## src/rtl/alu_muldiv_seq_if.sv

```systemverilog
// -----------------------------------------------------------------------------
// alu_muldiv_seq_if
//   Bundle of the request/result and shared-ALU signals of alu_muldiv_seq.
//
//   Request side : start, op (0=MULU, 1=DIVU), a, b
//   Status side  : busy, done
//   Result side  : hi, lo
//   ALU side     : alu_req, alu_ctr, alu_a, alu_b (to the shared ALU mux),
//                  alu_result (combinational result of the shared ALU)
//
//   modport slave  : the sequencer itself
//   modport master : the surrounding core (request source + shared ALU)
// -----------------------------------------------------------------------------
interface alu_muldiv_seq_if #(
  parameter int unsigned WIDTH = 32
) ();

  logic             start;
  logic             op;
  logic [WIDTH-1:0] a;
  logic [WIDTH-1:0] b;
  logic             busy;
  logic             done;
  logic [WIDTH-1:0] hi;
  logic [WIDTH-1:0] lo;
  logic             alu_req;
  logic [2:0]       alu_ctr;
  logic [WIDTH-1:0] alu_a;
  logic [WIDTH-1:0] alu_b;
  logic [WIDTH-1:0] alu_result;

  modport slave (
    input  start, op, a, b, alu_result,
    output busy, done, hi, lo, alu_req, alu_ctr, alu_a, alu_b
  );

  modport master (
    output start, op, a, b, alu_result,
    input  busy, done, hi, lo, alu_req, alu_ctr, alu_a, alu_b
  );

endinterface

```

## src/rtl/alu_muldiv_seq.sv

```systemverilog
// -----------------------------------------------------------------------------
// alu_muldiv_seq
//   Multi-cycle unsigned multiply/divide sequencer that borrows the shared ALU.
//   Every step issues exactly one ALU operation (ADD, SUB or SLTU); shifts are
//   done on local registers. MULU leaves {hi,lo} = a*b, DIVU leaves
//   lo = quotient, hi = remainder. Divide by zero gives lo = all-ones, hi = a.
//
//   Ports
//     CLK    : clock, rising edge
//     Reset  : synchronous, active-high; drops any operation in flight
//     bus    : alu_muldiv_seq_if.slave
//              start/op/a/b in, busy/done/hi/lo out,
//              alu_req/alu_ctr/alu_a/alu_b out, alu_result in
//
//   Timing: an operation accepted in IDLE reaches DONE on the 2*WIDTH-th edge
//   after the accept edge; done is high for that one DONE cycle.
// -----------------------------------------------------------------------------
module alu_muldiv_seq #(
  parameter int unsigned WIDTH    = 32,
  parameter logic [2:0]  CTR_ADD  = 3'b000,
  parameter logic [2:0]  CTR_SUB  = 3'b001,
  parameter logic [2:0]  CTR_SLTU = 3'b101
) (
  input  logic            CLK,
  input  logic            Reset,
  alu_muldiv_seq_if.slave bus
);

  localparam int unsigned CNT_W = $clog2(WIDTH);

  typedef enum logic [2:0] {
    IDLE,
    M_ADD,
    M_CRY,
    D_CMP,
    D_SUB,
    DONE
  } stateType;

  stateType         state;
  stateType         nextState;

  logic [WIDTH-1:0] hiReg;
  logic [WIDTH-1:0] loReg;
  logic [WIDTH-1:0] operandReg;   // multiplicand (MUL) or divisor (DIV)
  logic [WIDTH-1:0] sumReg;       // partial sum from M_ADD
  logic [WIDTH-1:0] addendReg;    // addend used in M_ADD, needed for the carry
  logic [WIDTH-1:0] rsReg;        // shifted partial remainder from D_CMP
  logic             msbReg;       // bit shifted out of hi in D_CMP
  logic             ltReg;        // rs < divisor from D_CMP
  logic [CNT_W-1:0] iterCount;

  logic             aluReq;
  logic [2:0]       aluCtr;
  logic [WIDTH-1:0] aluA;
  logic [WIDTH-1:0] aluB;

  logic [WIDTH-1:0] remShift;
  logic             lastIter;
  logic             divZero;

  // Partial remainder shifted left by one with the next dividend bit.
  assign remShift = {hiReg[WIDTH-2:0], loReg[WIDTH-1]};
  assign lastIter = (iterCount == CNT_W'(WIDTH - 1));
  assign divZero  = (bus.b == '0);

  // ---------------------------------------------------------------------------
  // State register
  // ---------------------------------------------------------------------------
  // NOTE: sequential state uses non-blocking assignments so every flop samples
  // pre-edge values regardless of block ordering.
  always_ff @(posedge CLK) begin
    if (Reset) state <= IDLE;
    else       state <= nextState;
  end

  // ---------------------------------------------------------------------------
  // Next state and ALU request
  // ---------------------------------------------------------------------------
  // NOTE: every output of this block gets a default first, so no path through
  // the case statement can leave one unassigned and infer a latch.
  always_comb begin
    nextState = state;
    aluReq    = 1'b0;
    aluCtr    = 3'b000;
    aluA      = '0;
    aluB      = '0;

    unique case (state)
      IDLE: begin
        if (bus.start) begin
          if (!bus.op)     nextState = M_ADD;
          else if (divZero) nextState = DONE;
          else             nextState = D_CMP;
        end
      end

      M_ADD: begin
        aluReq    = 1'b1;
        aluCtr    = CTR_ADD;
        aluA      = hiReg;
        aluB      = loReg[0] ? operandReg : '0;
        nextState = M_CRY;
      end

      // Unsigned overflow of sum = hi + addend shows up as sum < addend.
      M_CRY: begin
        aluReq    = 1'b1;
        aluCtr    = CTR_SLTU;
        aluA      = sumReg;
        aluB      = addendReg;
        nextState = lastIter ? DONE : M_ADD;
      end

      D_CMP: begin
        aluReq    = 1'b1;
        aluCtr    = CTR_SLTU;
        aluA      = remShift;
        aluB      = operandReg;
        nextState = D_SUB;
      end

      D_SUB: begin
        aluReq    = 1'b1;
        aluCtr    = CTR_SUB;
        aluA      = rsReg;
        aluB      = operandReg;
        nextState = lastIter ? DONE : D_CMP;
      end

      DONE:    nextState = IDLE;
      default: nextState = IDLE;
    endcase
  end

  // ---------------------------------------------------------------------------
  // Datapath registers
  // ---------------------------------------------------------------------------
  always_ff @(posedge CLK) begin
    if (Reset) begin
      hiReg      <= '0;
      loReg      <= '0;
      operandReg <= '0;
      sumReg     <= '0;
      addendReg  <= '0;
      rsReg      <= '0;
      msbReg     <= 1'b0;
      ltReg      <= 1'b0;
      iterCount  <= '0;
    end else begin
      unique case (state)
        IDLE: begin
          if (bus.start) begin
            iterCount  <= '0;
            operandReg <= bus.b;
            if (bus.op && divZero) begin
              hiReg <= bus.a;
              loReg <= '1;
            end else begin
              hiReg <= '0;
              loReg <= bus.a;
            end
          end
        end

        M_ADD: begin
          sumReg    <= bus.alu_result;
          addendReg <= aluB;
        end

        // Shift {carry, sum, lo} right by one: the product grows into hi
        // while consumed multiplier bits fall off the bottom of lo.
        M_CRY: begin
          hiReg     <= {bus.alu_result[0], sumReg[WIDTH-1:1]};
          loReg     <= {sumReg[0], loReg[WIDTH-1:1]};
          iterCount <= iterCount + CNT_W'(1);
        end

        D_CMP: begin
          rsReg  <= remShift;
          msbReg <= hiReg[WIDTH-1];
          ltReg  <= bus.alu_result[0];
          loReg  <= {loReg[WIDTH-2:0], 1'b0};
        end

        // A set msb means the true partial remainder is 2^W + rs, which always
        // exceeds the divisor; the modulo-2^W difference is still exact.
        D_SUB: begin
          if (msbReg || !ltReg) begin
            hiReg    <= bus.alu_result;
            loReg[0] <= 1'b1;
          end else begin
            hiReg    <= rsReg;
          end
          iterCount <= iterCount + CNT_W'(1);
        end

        default: ;
      endcase
    end
  end

  // ---------------------------------------------------------------------------
  // Outputs
  // ---------------------------------------------------------------------------
  assign bus.busy    = (state != IDLE);
  assign bus.done    = (state == DONE);
  assign bus.hi      = hiReg;
  assign bus.lo      = loReg;
  assign bus.alu_req = aluReq;
  assign bus.alu_ctr = aluCtr;
  assign bus.alu_a   = aluA;
  assign bus.alu_b   = aluB;

endmodule

```

## src/flat_wrapper.sv

```systemverilog
// flat-port wrapper written by rule: the top's interface ports become plain ports
module alu_muldiv_seq_flat 
#(
  parameter int unsigned WIDTH    = 32,
  parameter logic [2:0]  CTR_ADD  = 3'b000,
  parameter logic [2:0]  CTR_SUB  = 3'b001,
  parameter logic [2:0]  CTR_SLTU = 3'b101
)
  (CLK, Reset, bus_start, bus_op, bus_a, bus_b, bus_alu_result, bus_busy, bus_done, bus_hi, bus_lo, bus_alu_req, bus_alu_ctr, bus_alu_a, bus_alu_b);
  alu_muldiv_seq_if #(.WIDTH(WIDTH)) bus_i ();
  input  logic CLK;
  input  logic Reset;
  input wire logic [$bits(bus_i.start)-1:0] bus_start;
  input wire logic [$bits(bus_i.op)-1:0] bus_op;
  input wire logic [$bits(bus_i.a)-1:0] bus_a;
  input wire logic [$bits(bus_i.b)-1:0] bus_b;
  input wire logic [$bits(bus_i.alu_result)-1:0] bus_alu_result;
  output wire logic [$bits(bus_i.busy)-1:0] bus_busy;
  output wire logic [$bits(bus_i.done)-1:0] bus_done;
  output wire logic [$bits(bus_i.hi)-1:0] bus_hi;
  output wire logic [$bits(bus_i.lo)-1:0] bus_lo;
  output wire logic [$bits(bus_i.alu_req)-1:0] bus_alu_req;
  output wire logic [$bits(bus_i.alu_ctr)-1:0] bus_alu_ctr;
  output wire logic [$bits(bus_i.alu_a)-1:0] bus_alu_a;
  output wire logic [$bits(bus_i.alu_b)-1:0] bus_alu_b;
  assign bus_i.start = bus_start;
  assign bus_i.op = bus_op;
  assign bus_i.a = bus_a;
  assign bus_i.b = bus_b;
  assign bus_i.alu_result = bus_alu_result;
  assign bus_busy = bus_i.busy;
  assign bus_done = bus_i.done;
  assign bus_hi = bus_i.hi;
  assign bus_lo = bus_i.lo;
  assign bus_alu_req = bus_i.alu_req;
  assign bus_alu_ctr = bus_i.alu_ctr;
  assign bus_alu_a = bus_i.alu_a;
  assign bus_alu_b = bus_i.alu_b;
  alu_muldiv_seq #(.WIDTH(WIDTH), .CTR_ADD(CTR_ADD), .CTR_SUB(CTR_SUB), .CTR_SLTU(CTR_SLTU)) u_core (.CLK(CLK), .Reset(Reset), .bus(bus_i));
endmodule
```

## config.mk

```make
export PLATFORM = sky130hd
export DESIGN_NAME = alu_muldiv_seq_flat
export DESIGN_NICKNAME = d
export VERILOG_FILES = /design/src/rtl/alu_muldiv_seq_if.sv /design/src/rtl/alu_muldiv_seq.sv /design/src/flat_wrapper.sv
export SDC_FILE = /design/constraint.sdc
export NUM_CORES = 1
export LEC_CHECK = 0
export CAP_MARGIN = 20
export CORE_MARGIN = 2
export CORE_UTILIZATION = 55
export CTS_CLUSTER_SIZE = 10
export DETAILED_ROUTE_END_ITERATION = 10
export PLACE_DENSITY = 0.86
export SLEW_MARGIN = 20
export SYNTH_ARGS = -nofsm -noshare
export SYNTH_HDL_FRONTEND = slang
export SYNTH_SLANG_ARGS = --single-unit
```

## constraint.sdc

```tcl
create_clock -name CLK -period 5.5 [get_ports CLK]
set_clock_uncertainty 0.1 [all_clocks]
set_input_delay 1.1 -clock CLK [delete_from_list [all_inputs] [get_ports CLK]]
set_output_delay 1.1 -clock CLK [all_outputs]
set_load 0.01 [all_outputs]
```

==> impl_metrics.tcl <==
set metrics [dict create \
    slew_headroom_pct 43.5 \
    cp_num_buf_inv 3 \
    period_share_pct 82.0 \
    crit_path_top_delay_cell "dfxtp_4" \
    slew_viol_final 0 \
    syn-cell-area_sq_um 10700 \
    rows 51 \
    ys_types 49 \
    start_kind "flip-flop" \
    rsz0062_at_grt "no" \
    synth_top_family_by_area "compound AO/OA/AOI/OAI gates" \
    hold_viol_final 0 \
    drtIter0Drc 1045 \
    min_path_type "reg -> reg" \
    pre_cts_ws_ns 1.56 \
    critPathArrivalTime_ns 3.31 \
    cts_resized 0 \
    cts_made_buffers 24 \
    ys.flop_type "dfxtp_1" \
    avgRoutedWirePerCell_um 20.0 \
    fillers 1514 \
    drtPass1Iterations 5 \
    power.total_uw 3870 \
    setup_tns_ns 0 \
    synth-adder-area-share_pct 0.234 \
    wl_um 35500 \
    synth_edf_count 0 \
    grt_pass1_vias 10500 \
    crit_chain "buf_4, nor2_1, and2_1, buf_4, nand2_1, o21ai_0, clkdlybuf4s50_1" \
    setup_viol 0 \
    vias 11100 \
    insertion_delay_ns 0.51 \
    yosysSeqAreaShare_pct 37.8 \
    synthSimpleGateAreaFrac_pct 20.9 \
    min_period_ns 4.51 \
    worstPathMaxFanout 45 \
    grt_max_degree 125 \
    start_util_pct 55.5 \
    htree_num_levels 1 \
    cts_setup_buffers 0 \
    clk_pin_slew_ns 0.06 \
    synth_top_area_share_pct 37.8 \
    synth_compound_area_share_pct 28.3 \
    max_freq_mhz 222 \
    synthesis.instances 1345 \
    outcome "complete, no violations" \
    critPathKind "reg -> out" \
    whs_ns 0.352 \
    fin_ws_ns 0.989 \
    ios 234 \
    ctsHoldBuffers 0 \
    fp.coreArea_sq_um 19300 \
    hpwl_um 22300 \
    synth_area_per_cell_sq_um 7.95 \
    critical-path-top-delay-family "buffers and inverters" \
    yosys-top-cells-count "268 x nand2_1, 231 x a21oi_1, 202 x dfxtp_1, 76 x clkbuf_1, 61 x mux2i_1" \
    critical_path_required_ns 4.30 \
    synth.most_common_cell "nand2_1" \
    worst_slew_pin_slew_ns 0.847 \
    via_per_inst 6.28 \
    worst_path_most_repeated_cell "buf_4" \
    peakVddDrop_mv 0.238 \
    clock-root-buffer "clkbuf_16" \
    max_stage_delay_ns 0.78 \
    place.gp.congestion 0.894 \
    grtUsageTotal_pct 33.1 \
    powerDensity_nw_per_um2 282 \
    antenna_found_initial 1 \
    leakage_uw 0.00486 \
    synth_async_sr_flop_share_pct 0 \
    nets 1602 \
    globalRouteOverflowTotal 0 \
    clock_path_buffers 3 \
    fp.dieH_um 143 \
    dieArea_sq_um 20600 \
    synthMuxAreaShare_pct 5.92 \
    drc 0 \
    drive_gt1_share_pct 8.91 \
    syn_nets 1447 \
    io_buffers 232 \
    clock-sinks 202 \
    cap_violations 0 \
    cts_tree "done" \
    ys_ff_latch 202 \
    die_x_um 143 \
    ys_top_cells_by_area "dfxtp_1 38%, a21oi_1 11%, nand2_1 9.4%, mux2i_1 5.7%, o221a_1 3.6%" \
    ant_nets 0 \
    yosysWarnings 0 \
    yosysTopAreaCell "dfxtp_1" \
    cp-end-kind "output port" \
    grt_pass1_wl_um 55000 \
    synth-xor-area-share_pct 0.164 \
    syn_to_final_growth_pct 28.6 \
]
area by class of cell:
cell class	count	area, sq um	share of cell area (%)
timing repair buffer	259	2560	18.6
multi-input combinational	978	6000	43.6
clock buffer	29	651	4.73
inverter	35	131	0.955
antenna	1	2.50	0.0182
tap	265	332	2.41
clock inverter	1	30.0	0.218
sequential	202	4050	29.5
metrics by stage:
step	cell area, sq um	std cells	utilization [%]
finish	13800	1770	71.4
global placement	13000	1738	67.7
detailed placement	13000	1738	67.7
floorplan	10700	1345	-
CTS	13700	1768	71.2
global route	13800	1770	71.4
registers in the layout, indices dropped and copies added, names as in the netlist:
register           count
u_core.operandReg     32
u_core.addendReg      32
u_core.state           3
u_core.ltReg           1
u_core.bus.lo         32
u_core.msbReg          1
u_core.iterCount       5
u_core.sumReg         32
u_core.bus.hi         32
u_core.rsReg          32
final timing paths:
kind | startpoint | endpoint | slack [ns] | depth (start not counted)
worst max-delay path | u_core.state[0] | bus_alu_a[30] | 0.99 | 7
worst min-delay path | u_core.addendReg[18] | u_core.addendReg[18] | 0.35 | 2
worst max register to register | u_core.state[0] | u_core.addendReg[28] | 1.85 | 6
worst min register to register | u_core.addendReg[18] | u_core.addendReg[18] | 0.35 | 2
kinds of logic after synthesis:
group / Yosys count
AND/OR/NAND/NOR: 474
AO/OA/AOI/OAI: 436
flip-flops: 202
buffers and inverters: 165
multiplexers: 63
adder cells (fa/ha/maj): 2
XOR/XNOR: 2
other: 1
worst min-delay path: cells and delay by family, from the launching register on:
| kind | cells | cell delay [ns] |
|---|---|---|
| compound gates | 1 | 0.05 |
| simple gates | 1 | 0.05 |
| flops | 1 | 0.30 |
routing by layer:
metal	global-route usage, %	share of wire [%]
met1	41.8	39
met2	55.1	47
met3	7.06	10
met4	13.0	3.4
met5	0	0
layout by cell type, fill, tap and decap left out, types with 2 or more instances in the layout:
cell	count
a211oi_1	6
a211oi_2	27
a21oi_1	230
a22o_1	32
a22oi_1	3
and2_1	3
and3b_1	31
buf_4	25
clkbuf_1	3
clkbuf_16	25
clkdlybuf4s50_1	231
dfxtp_1	199
dfxtp_2	2
ha_1	2
inv_1	33
mux2_2	2
mux2i_1	61
nand2_1	268
nand2b_1	36
nand2b_2	2
nand3_1	35
nand4_2	2
nor2_1	42
nor2_2	2
nor2b_4	2
nor3_1	36
nor4_1	4
nor4_2	4
o21ai_0	35
o221a_1	34
o221a_2	28
o31ai_1	31
or4_1	2
xnor2_1	2
where the power goes:
group / leakage [uW] / total [uW] / internal (uW) / switching (uW)
clock network: 0.000333 / 1450 / 863 / 586
registers: 0.00165 / 1660 / 1550 / 111
logic: 0.00288 / 764 / 351 / 413
Power figures use the tool's default switching activity.
